## src/rtl/wb_pkg.sv

```systemverilog
// Shared constants for the writeback buffer: register index width, data width
// and the default number of pending-write entries.
package wb_pkg;

   localparam int REG_ADDR_W    = 5;
   localparam int XLEN          = 32;
   localparam int DEFAULT_DEPTH = 4;

   typedef logic [REG_ADDR_W-1:0] regAddr_t;

endpackage

```

## src/rtl/writeback_buffer_if.sv

```systemverilog
// Producer-to-buffer result handshake: the producer offers a destination index
// plus value, and the buffer answers with ready.
interface writeback_buffer_if
   import wb_pkg::*;
#(
   parameter int XLEN = wb_pkg::XLEN
);

   logic            wb_valid_i;
   logic            wb_ready_o;
   regAddr_t        wb_addr_i;
   logic [XLEN-1:0] wb_data_i;

   modport master (
      output wb_valid_i,
      output wb_addr_i,
      output wb_data_i,
      input  wb_ready_o
   );

   modport slave (
      input  wb_valid_i,
      input  wb_addr_i,
      input  wb_data_i,
      output wb_ready_o
   );

endinterface

```

## src/rtl/wb_match.sv

```systemverilog
// Youngest-match search over the pending entries for one read port. Walking
// from head (oldest) to tail lets later hits override earlier ones.
module wb_match
   import wb_pkg::*;
#(
   parameter int DEPTH = DEFAULT_DEPTH,
   parameter int XLEN  = wb_pkg::XLEN
) (
   input  regAddr_t                          rsAddr_i,
   input  logic [DEPTH-1:0][REG_ADDR_W-1:0] entryAddr_i,
   input  logic [DEPTH-1:0][XLEN-1:0]       entryData_i,
   input  logic [DEPTH-1:0]                 occupied_i,
   input  logic [$clog2(DEPTH)-1:0]         head_i,
   output logic                             hit_o,
   output logic [XLEN-1:0]                  data_o
);

   localparam int PW = $clog2(DEPTH);

   logic [PW-1:0] idx;

   always_comb begin
      hit_o  = 1'b0;
      data_o = '0;
      idx    = '0;
      for (int k = 0; k < DEPTH; k++) begin
         idx = head_i + PW'(k);
         if ((rsAddr_i != '0) && occupied_i[idx] && (entryAddr_i[idx] == rsAddr_i)) begin
            hit_o  = 1'b1;
            data_o = entryData_i[idx];
         end
      end
   end

endmodule

```

## src/rtl/writeback_buffer.sv

```systemverilog
// Small FIFO of pending register-file writes with read-port forwarding, so
// results can retire whenever the register-file write port is granted.
module writeback_buffer
   import wb_pkg::*;
#(
   parameter int DEPTH = DEFAULT_DEPTH,
   parameter int XLEN  = wb_pkg::XLEN
) (
   input  logic                     clk_i,
   input  logic                     rst_i,
   writeback_buffer_if.slave        wb,
   input  logic                     wr_grant_i,
   output regAddr_t                 RDaddr_o,
   output logic [XLEN-1:0]          RDdata_o,
   output logic                     RegWrite_o,
   input  regAddr_t                 RS1addr_i,
   input  regAddr_t                 RS2addr_i,
   input  logic [XLEN-1:0]          RS1data_i,
   input  logic [XLEN-1:0]          RS2data_i,
   output logic [XLEN-1:0]          RS1data_o,
   output logic [XLEN-1:0]          RS2data_o,
   output logic [$clog2(DEPTH):0]   count_o
);

   localparam int PW = $clog2(DEPTH);
   localparam int CW = PW + 1;
   localparam logic [CW-1:0] FULL = CW'(DEPTH);

   logic [DEPTH-1:0][REG_ADDR_W-1:0] addr_q;
   logic [DEPTH-1:0][XLEN-1:0]       data_q;
   logic [PW-1:0]                    wrPtr_q, wrPtr_d;
   logic [PW-1:0]                    rdPtr_q, rdPtr_d;
   logic [CW-1:0]                    count_q, count_d;
   logic [DEPTH-1:0]                 occupied;
   logic                             push, pop, notEmpty;
   logic                             rs1Hit, rs2Hit;
   logic [XLEN-1:0]                  rs1Fwd, rs2Fwd;

   // Ready depends only on occupancy, so a full buffer refuses even while popping.
   assign notEmpty      = (count_q != '0);
   assign wb.wb_ready_o = rst_i && (count_q < FULL);
   assign push          = wb.wb_valid_i && wb.wb_ready_o && (wb.wb_addr_i != '0);
   assign RegWrite_o    = notEmpty && wr_grant_i;
   assign pop           = RegWrite_o;
   assign RDaddr_o      = notEmpty ? addr_q[rdPtr_q] : '0;
   assign RDdata_o      = notEmpty ? data_q[rdPtr_q] : '0;
   assign count_o       = count_q;

   always_comb begin
      wrPtr_d = wrPtr_q;
      rdPtr_d = rdPtr_q;
      count_d = count_q;
      if (push) wrPtr_d = wrPtr_q + 1'b1;
      if (pop)  rdPtr_d = rdPtr_q + 1'b1;
      case ({push, pop})
         2'b10:   count_d = count_q + 1'b1;
         2'b01:   count_d = count_q - 1'b1;
         default: count_d = count_q;
      endcase
   end

   always_ff @(posedge clk_i or negedge rst_i) begin
      if (!rst_i) begin
         wrPtr_q <= '0;
         rdPtr_q <= '0;
         count_q <= '0;
      end else begin
         wrPtr_q <= wrPtr_d;
         rdPtr_q <= rdPtr_d;
         count_q <= count_d;
      end
   end

   // Payload storage carries no reset; validity comes from the pointers and count.
   always_ff @(posedge clk_i) begin
      if (push) begin
         addr_q[wrPtr_q] <= wb.wb_addr_i;
         data_q[wrPtr_q] <= wb.wb_data_i;
      end
   end

   always_comb begin
      for (int i = 0; i < DEPTH; i++)
         occupied[i] = ({1'b0, PW'(i) - rdPtr_q} < count_q);
   end

   wb_match #(.DEPTH(DEPTH), .XLEN(XLEN)) rs1Match (
      .rsAddr_i    (RS1addr_i),
      .entryAddr_i (addr_q),
      .entryData_i (data_q),
      .occupied_i  (occupied),
      .head_i      (rdPtr_q),
      .hit_o       (rs1Hit),
      .data_o      (rs1Fwd)
   );

   wb_match #(.DEPTH(DEPTH), .XLEN(XLEN)) rs2Match (
      .rsAddr_i    (RS2addr_i),
      .entryAddr_i (addr_q),
      .entryData_i (data_q),
      .occupied_i  (occupied),
      .head_i      (rdPtr_q),
      .hit_o       (rs2Hit),
      .data_o      (rs2Fwd)
   );

   assign RS1data_o = rs1Hit ? rs1Fwd : RS1data_i;
   assign RS2data_o = rs2Hit ? rs2Fwd : RS2data_i;

endmodule

```

## src/flat_wrapper.sv

```systemverilog
// flat-port wrapper written by rule: the top's interface ports become plain ports
module writeback_buffer_flat import wb_pkg::*;
#(
   parameter int DEPTH = DEFAULT_DEPTH,
   parameter int XLEN  = wb_pkg::XLEN
)
  (clk_i, rst_i, wr_grant_i, RDaddr_o, RDdata_o, RegWrite_o, RS1addr_i, RS2addr_i, RS1data_i, RS2data_i, RS1data_o, RS2data_o, count_o, wb_wb_valid_i, wb_wb_addr_i, wb_wb_data_i, wb_wb_ready_o);
  writeback_buffer_if #(.XLEN(XLEN)) wb_i ();
  input  logic clk_i;
  input  logic rst_i;
  input  logic wr_grant_i;
  output regAddr_t RDaddr_o;
  output logic [XLEN-1:0] RDdata_o;
  output logic RegWrite_o;
  input  regAddr_t RS1addr_i;
  input  regAddr_t RS2addr_i;
  input  logic [XLEN-1:0] RS1data_i;
  input  logic [XLEN-1:0] RS2data_i;
  output logic [XLEN-1:0] RS1data_o;
  output logic [XLEN-1:0] RS2data_o;
  output logic [$clog2(DEPTH):0] count_o;
  input wire logic [$bits(wb_i.wb_valid_i)-1:0] wb_wb_valid_i;
  input wire logic [$bits(wb_i.wb_addr_i)-1:0] wb_wb_addr_i;
  input wire logic [$bits(wb_i.wb_data_i)-1:0] wb_wb_data_i;
  output wire logic [$bits(wb_i.wb_ready_o)-1:0] wb_wb_ready_o;
  assign wb_i.wb_valid_i = wb_wb_valid_i;
  assign wb_i.wb_addr_i = wb_wb_addr_i;
  assign wb_i.wb_data_i = wb_wb_data_i;
  assign wb_wb_ready_o = wb_i.wb_ready_o;
  writeback_buffer #(.DEPTH(DEPTH), .XLEN(XLEN)) u_core (.clk_i(clk_i), .rst_i(rst_i), .wb(wb_i), .wr_grant_i(wr_grant_i), .RDaddr_o(RDaddr_o), .RDdata_o(RDdata_o), .RegWrite_o(RegWrite_o), .RS1addr_i(RS1addr_i), .RS2addr_i(RS2addr_i), .RS1data_i(RS1data_i), .RS2data_i(RS2data_i), .RS1data_o(RS1data_o), .RS2data_o(RS2data_o), .count_o(count_o));
endmodule
```

## config.mk

```make
export PLATFORM = sky130hd
export DESIGN_NAME = writeback_buffer_flat
export DESIGN_NICKNAME = d
export VERILOG_FILES = /design/src/rtl/wb_pkg.sv /design/src/rtl/writeback_buffer_if.sv /design/src/rtl/wb_match.sv /design/src/rtl/writeback_buffer.sv /design/src/flat_wrapper.sv
export SDC_FILE = /design/constraint.sdc
export NUM_CORES = 1
export LEC_CHECK = 0
export ABC_AREA = 1
export BUFFER_PORTS_ARGS = -buffer_cell sky130_fd_sc_hd__buf_2
export CAP_MARGIN = 0
export CORE_MARGIN = 5
export CORE_UTILIZATION = 29
export DETAILED_ROUTE_END_ITERATION = 12
export GPL_ROUTABILITY_DRIVEN = 1
export PLACE_DENSITY = 0.54
export SLEW_MARGIN = 20
export SYNTH_ARGS = -nofsm -noshare
export SYNTH_HDL_FRONTEND = slang
export SYNTH_HIERARCHICAL = 1
export SYNTH_SLANG_ARGS = --single-unit
```

## constraint.sdc

```tcl
create_clock -name clk_i -period 11.7 [get_ports clk_i]
set_input_delay 2.34 -clock clk_i [delete_from_list [all_inputs] [get_ports clk_i]]
set_output_delay 2.34 -clock clk_i [all_outputs]
set_load 0.01 [all_outputs]
```

Word level (Yosys, flattened, before mapping)
Cells that the tools add are included.
{"block": "totals", "inputBits": 115, "regBits": 155}
{"block": "classes", "n_mux": 51, "add_sub_neg": 10, "magnitude_cmp": 11, "reduce_logical": 26, "n_eq_ne": 10}
{"cell": "32-bit 2-to-1 mux", "count": 16}
{"cell": "32-bit binary-select mux with 2-bit select", "count": 4}
{"cell": "128-bit bitwise mux", "count": 1}
{"cell": "32-bit demux with 2-bit select", "count": 1}
{"cell": "5-bit binary-select mux with 2-bit select", "count": 4}
{"cell": "5-bit equality test", "count": 8}
{"cell": "5-bit 2-to-1 mux", "count": 6}
{"cell": "1-bit logical AND", "count": 21}
{"cell": "20-bit bitwise mux", "count": 1}
{"cell": "2-bit by 3-bit < comparator with 1-bit output, second input constant", "count": 5}
{"cell": "5-bit nonzero test", "count": 3}
{"cell": "2-bit by 3-bit < comparator with 1-bit output", "count": 4}
{"cell": "1-bit 2-to-1 mux", "count": 12}
{"cell": "5-bit demux with 2-bit select", "count": 1}
{"cell": "1-bit binary-select mux with 2-bit select", "count": 4}
{"cell": "3-bit one-hot mux with 2 select lines", "count": 1}
{"cell": "2-bit by 1-bit adder with 2-bit output, second input constant", "count": 2}
{"cell": "2-bit adder, second input constant", "count": 2}
{"cell": "1-bit by 2-bit subtractor with 2-bit output, first input constant", "count": 2}
{"cell": "2-bit subtractor, first input constant", "count": 2}
{"cell": "3-bit by 1-bit adder with 3-bit output, second input constant", "count": 1}
{"cell": "3-bit < comparator, second input constant", "count": 1}
{"cell": "3-bit nonzero test", "count": 1}
{"cell": "3-bit by 1-bit subtractor with 3-bit output, second input constant", "count": 1}
{"cell": "other kinds (4)", "count": 4}

Longest topological paths before layout
{"block": "logic_depth", "ltp_word": 11, "depth_mapped": 22, "depth_no_buf": 19}

Cells and area by module
The synthesis kept the hierarchy.
{"module": "wb_match", "area_each_um2": 5104.9, "cells_each": 1051, "instances": 2}
{"module": "writeback_buffer", "area_each_um2": 7279.5, "cells_each": 632, "instances": 1}

Least setup slack after synthesis
No wires, ideal clock.
{"block": "synth_timing", "kind": "input to output", "from": "input RS2addr_i[1]", "to": "output RS2data_o[26]", "n_path_buf": 4, "t_required_ns": 9.360, "stages": 13, "arrival_ns": 4.339, "setup_slack_ns": 5.021, "path_cell_list": "clkbuf_1 -> nor2_1 -> nand4_1 -> inv_1 -> nor3_1 -> nand2_2 -> nor2_8 -> inv_4 -> buf_2 -> nand4_1 -> clkbuf_1 -> buf_2 -> mux2_1"}
{"block": "synth_between", "elab_chain_cells": 8, "word_cells_on_any_way": 22}
{"element": "from (decl)", "line": "flat_wrapper.sv:16", "source": "input regAddr_t RS2addr_i;"}
{"element": "5-bit nonzero test", "line": "wb_match.sv:28", "source": "if ((rsAddr_i != '0) && occupied_i[idx] && (entryAddr_i[idx] == rsAddr_i)) begin"}
{"element": "1-bit logical AND (2 in series)", "line": "wb_match.sv:28"}
{"element": "1-bit 2-to-1 mux (3 in series)", "line": "wb_match.sv:28"}
{"element": "1-bit 2-to-1 mux *", "line": "wb_match.sv:28"}
{"element": "via u_core.rs2Hit", "line": "writeback_buffer.sv:36", "source": "logic rs1Hit, rs2Hit;"}
{"element": "32-bit 2-to-1 mux *", "line": "writeback_buffer.sv:108", "source": "assign RS2data_o = rs2Hit ? rs2Fwd : RS2data_i;"}
{"element": "to (decl)", "line": "flat_wrapper.sv:20", "source": "output logic [XLEN-1:0] RS2data_o;"}
The timed path passes the listed nets; every way through them passes the cells marked *.

Worst setup path in the final report
{"block": "layout_timing", "from": "register u_core.rdPtr_q[1]", "to": "output RS2data_o[19]"}
{"block": "layout_between", "elab_chain_cells": 11, "word_cells_on_any_way": 56}
{"element": "from (decl)", "line": "writeback_buffer.sv:32", "source": "logic [PW-1:0] rdPtr_q, rdPtr_d;"}
{"element": "from (signal assigned)", "line": "writeback_buffer.sv:69", "source": "rdPtr_q <= rdPtr_d;"}
{"element": "2-bit subtractor *", "line": "writeback_buffer.sv:84", "source": "occupied[i] = ({1'b0, PW'(i) - rdPtr_q} < count_q);"}
{"element": "2-bit by 3-bit < comparator with 1-bit output *", "line": "writeback_buffer.sv:84"}
{"element": "via u_core.occupied[2]", "line": "writeback_buffer.sv:34", "source": "logic [DEPTH-1:0] occupied;"}
{"element": "1-bit binary-select mux with 2-bit select", "line": "wb_match.sv:28"}
{"element": "1-bit 2-to-1 mux (not written as such)", "line": "wb_match.sv:28"}
{"element": "1-bit logical AND (2 in series)", "line": "wb_match.sv:28"}
{"element": "1-bit 2-to-1 mux (3 in series)", "line": "wb_match.sv:28"}
{"element": "1-bit 2-to-1 mux *", "line": "wb_match.sv:28"}
{"element": "via u_core.rs2Hit", "line": "writeback_buffer.sv:36"}
{"element": "32-bit 2-to-1 mux *", "line": "writeback_buffer.sv:108"}
The timed path passes the listed nets; every way through them passes the cells marked *. The select of a mux whose other input is x is not followed.

==> out/metrics.csv <==
stage;metric;value;unit
floorplan;ios;221;
power;intPower;2.26;mW
hold_path;holdCritPathClass;register to register;
power;p_sw;3.30;mW
synthesis;netlist_instances;2734;
worst_setup_path;worstReg2RegEnd;u_core/data_q[111];
synthesis;synthAdderAreaFrac;0.00758;
placement;dp.final_hpwl;42500;µm
worst_setup_path;r2r_cells;6;
synthesis;synth_edf_count;148;
worst_setup_path;worstSetupPathType;register to output port;
floorplan;core-area;60000;µm²
global_route;grt_pass1_wl;101000;µm
placement;gp_congestion;0.838;
layout;drive_gt1_frac;0.137;
synthesis;synth_most_common_cell;nand2_1;
synthesis;synth_cell_type_count;32;
sta;fin_crit_sh;0.803;
clock_network;cts_tree;yes;
layout;multiInputGateArea;11300;µm²
sta;rsz0062_at_grt;false;
global_route;grt_pass1_vias;16700;
power;netSwitchingFraction;0.594;
drt;avgRoutedWirePerCell;18.5;µm
drt;ant_nets;0;
synthesis;synth_top_family_by_area;simple AND/OR/NAND/NOR gates;
sta;slew_headroom;0.292;
synthesis;muxShareOfSynthArea;0.114;
worst_setup_path;r2r_setup_slack;9210;ps
floorplan;initial_core_util;0.291;
placement;dpl_worst_slack;2720;ps
synthesis;syn-cell-area;17500;µm²
synthesis;yosysTopAreaCell;edfxtp_1;
drt;routed_wl;65900;µm
drt;drc;0;
sta;worstMarginPinSlew;1060;ps
synthesis;yosys_warnings;6;
placement;portBuffers;220;
placement;dp_cells;3532;
power;power_frac_comb;0.761;
global_route;antenna_found_initial;7;
synthesis;synth_top_area_share;0.254;
outcome;status;finished clean;
worst_setup_path;worst-endpoint-arrival;7060;ps
sta;layout_min_cycle_time;9400;ps
synthesis;synth-compound-area-share;0.135;
floorplan;die_x;256;µm
floorplan;die_area;65300;µm²
global_route;grt_usage;0.195;
run;maxCapViolCount;0;
sta;finalWorstSetupSlack;2300;ps
synthesis;synthArstFlopShare;0.0452;
sta;setup-tns-final;0;ps
synthesis;synth_nets;2859;
drt;dr.first_iter.drc_count;1860;
power;irDropWorstVdd;0.287;mV
power;pwr-share-seq;0.140;
clock_network;clkSinkCount;155;
layout;nets;2894;
clock_network;post_cts_buffers;0;
drt;first_pass_iters;6;
clock_network;clk_pin_slew;70;ps
synthesis;synth_common_cells;825 x nand2_1, 363 x o21ai_0, 307 x nor2_1, 266 x nand3_1, 148 x edfxtp_1;
clock_network;cts_max_level;4;
global_route;grt_max_degree;172;
worst_setup_path;cp.required;9360;ps
clock_network;clockBufferDepth;2;
clock_network;cts-hold-fix-buffers;0;
hold_path;min_path_cells;2;
sta;setup_violations;0;
worst_setup_path;critPathMaxFanout;75;
clock_network;cts_resized;0;
synthesis;ys_ff_latch;155;
synthesis;ys_seq_area_frac;0.264;
floorplan;die_height;256;µm
hold_path;hold_end;u_core/count_o[1];
layout;stdcell_count;3565;
synthesis;yosys-top-cells-area;edfxtp_1 25%, nand2_1 18%, o21ai_0 10%;
synthesis;synth_xor_area_frac;0.00250;
hold_path;hp-start;u_core/count_o[1];
worst_setup_path;endpoint_kind;output port;
sta;slew_viol_final;0;
floorplan;rows;90;
sta;fin_skew;9.65;ps
worst_setup_path;cp-start-kind;register;
synthesis;ys.flop_type;edfxtp_1;
layout;fillers;6628;
power;cellPowerDensity;290;nW/µm²
layout;area_growth;9.62;%
sta;max_freq;106;MHz
drt;viasPerCell;5.20;
drt;num_vias;18500;
sta;hold_viol_final;0;
worst_setup_path;r2r_start;u_core/count_o[2];
power;power.leakage;8.64;nW
layout;regArea;4630;µm²
clock_network;cts_root_buffer;clkbuf_16;
clock_network;numCtsBuffers;17;
global_route;grt-ovfl-total;0;
power;p_clk_frac;0.099;
synthesis;synthSimpleGateAreaFrac;0.380;
clock_network;worstSkewPairLatency;490;ps
synthesis;syn_avg_cell_area;6.40;µm²
## sequential cells by signal, indices dropped and copies added (netlist names)
name / cells
u_core/data_q: 128
u_core/addr_q: 20
u_core/count_o: 3
u_core/rdPtr_q: 2
u_core/wrPtr_q: 2
## power groups by stage
stage	clock, mW	sequential, mW	combinational, mW
after floorplan	0	0.722	3.15
after CTS	0.571	0.776	4.23
after global routing	0.586	0.790	4.70
after global placement	0	0.788	4.20
after detailed placement	0	0.788	4.21
final	0.549	0.779	4.22
## how the worst max path moves through the flow
stage / from / to / slack, ps / depth (start not counted)
after floorplan: RS2addr_i[1] / RS2data_o[26] / 5020 / 13
after global placement: RS2addr_i[3] / RS2data_o[20] / 2770 / 12
after detailed placement: RS2addr_i[3] / RS2data_o[19] / 2720 / 12
after CTS: u_core/rdPtr_q[1] / RS2data_o[19] / 2250 / 19
after global routing: u_core/rdPtr_q[1] / RS2data_o[25] / 1760 / 19
final: u_core/rdPtr_q[1] / RS2data_o[19] / 2300 / 19
## stage by stage
step | util | power, mW | area (µm²) | hold slack (ps)
floorplan | - | 3.87 | 17500 | 492
global placement | 0.310 | 4.99 | 18600 | 522
detailed placement | 0.310 | 5.00 | 18600 | 512
CTS | 0.319 | 5.58 | 19200 | 529
global route | 0.319 | 6.08 | 19200 | 549
finish | 0.319 | 5.55 | 19200 | 528
## worst max-delay path, stage by stage, from the launching register on
cell and delay (ps):
dfrtp_4 690, buf_4 790, nand2_1 120, nand2_1 150, ha_1 250, a21oi_1 140, or2_1 180, inv_1 60
nand2_1 50, o21ai_0 120, nand2_1 100, nand2_1 50, nor2_1 100, nand2_1 90, nor2_4 750, nand3_2 960
nand4_1 870, buf_4 550, mux2_2 390, buf_2 140
## layout make-up
| type | count | area share |
|---|---|---|
| tap | 782 | 0.0510 |
| inverter | 109 | 0.0221 |
| sequential | 155 | 0.241 |
| antenna | 1 | 0.000131 |
| clock inverter | 11 | 0.00640 |
| multi-input combinational | 2239 | 0.587 |
| timing repair buffer | 247 | 0.0687 |
| clock buffer | 21 | 0.0230 |
## layer usage
layer	share of wire	vias to the layer above	track usage
met3	0.063	95	0.0373
met1	0.45	8472	0.263
li1	-	9330	-
met2	0.47	631	0.322
met5	0.00094	-	0
met4	0.018	10	0.0531
## kinds of logic after synthesis
family | count (synthesis)
flops | 155
mux | 192
simple gates | 1559
fa+ha+maj | 10
xor+xnor | 5
buf+inv | 340
compound gates | 473
## placed cells by master, fill, tap and decap left out, types with 9 or more instances in the layout
cell type	instances
nand2_1	825
o21ai_0	363
nor2_1	299
nand3_1	264
buf_2	220
edfxtp_1	148
nand4_1	133
mux2i_1	128
inv_1	100
a21oi_1	68
mux2_2	60
o21ai_1	42
buf_4	26
clkbuf_16	17
nor2_4	11
ha_1	9
No activity file was read; power rests on OpenSTA's default activity.
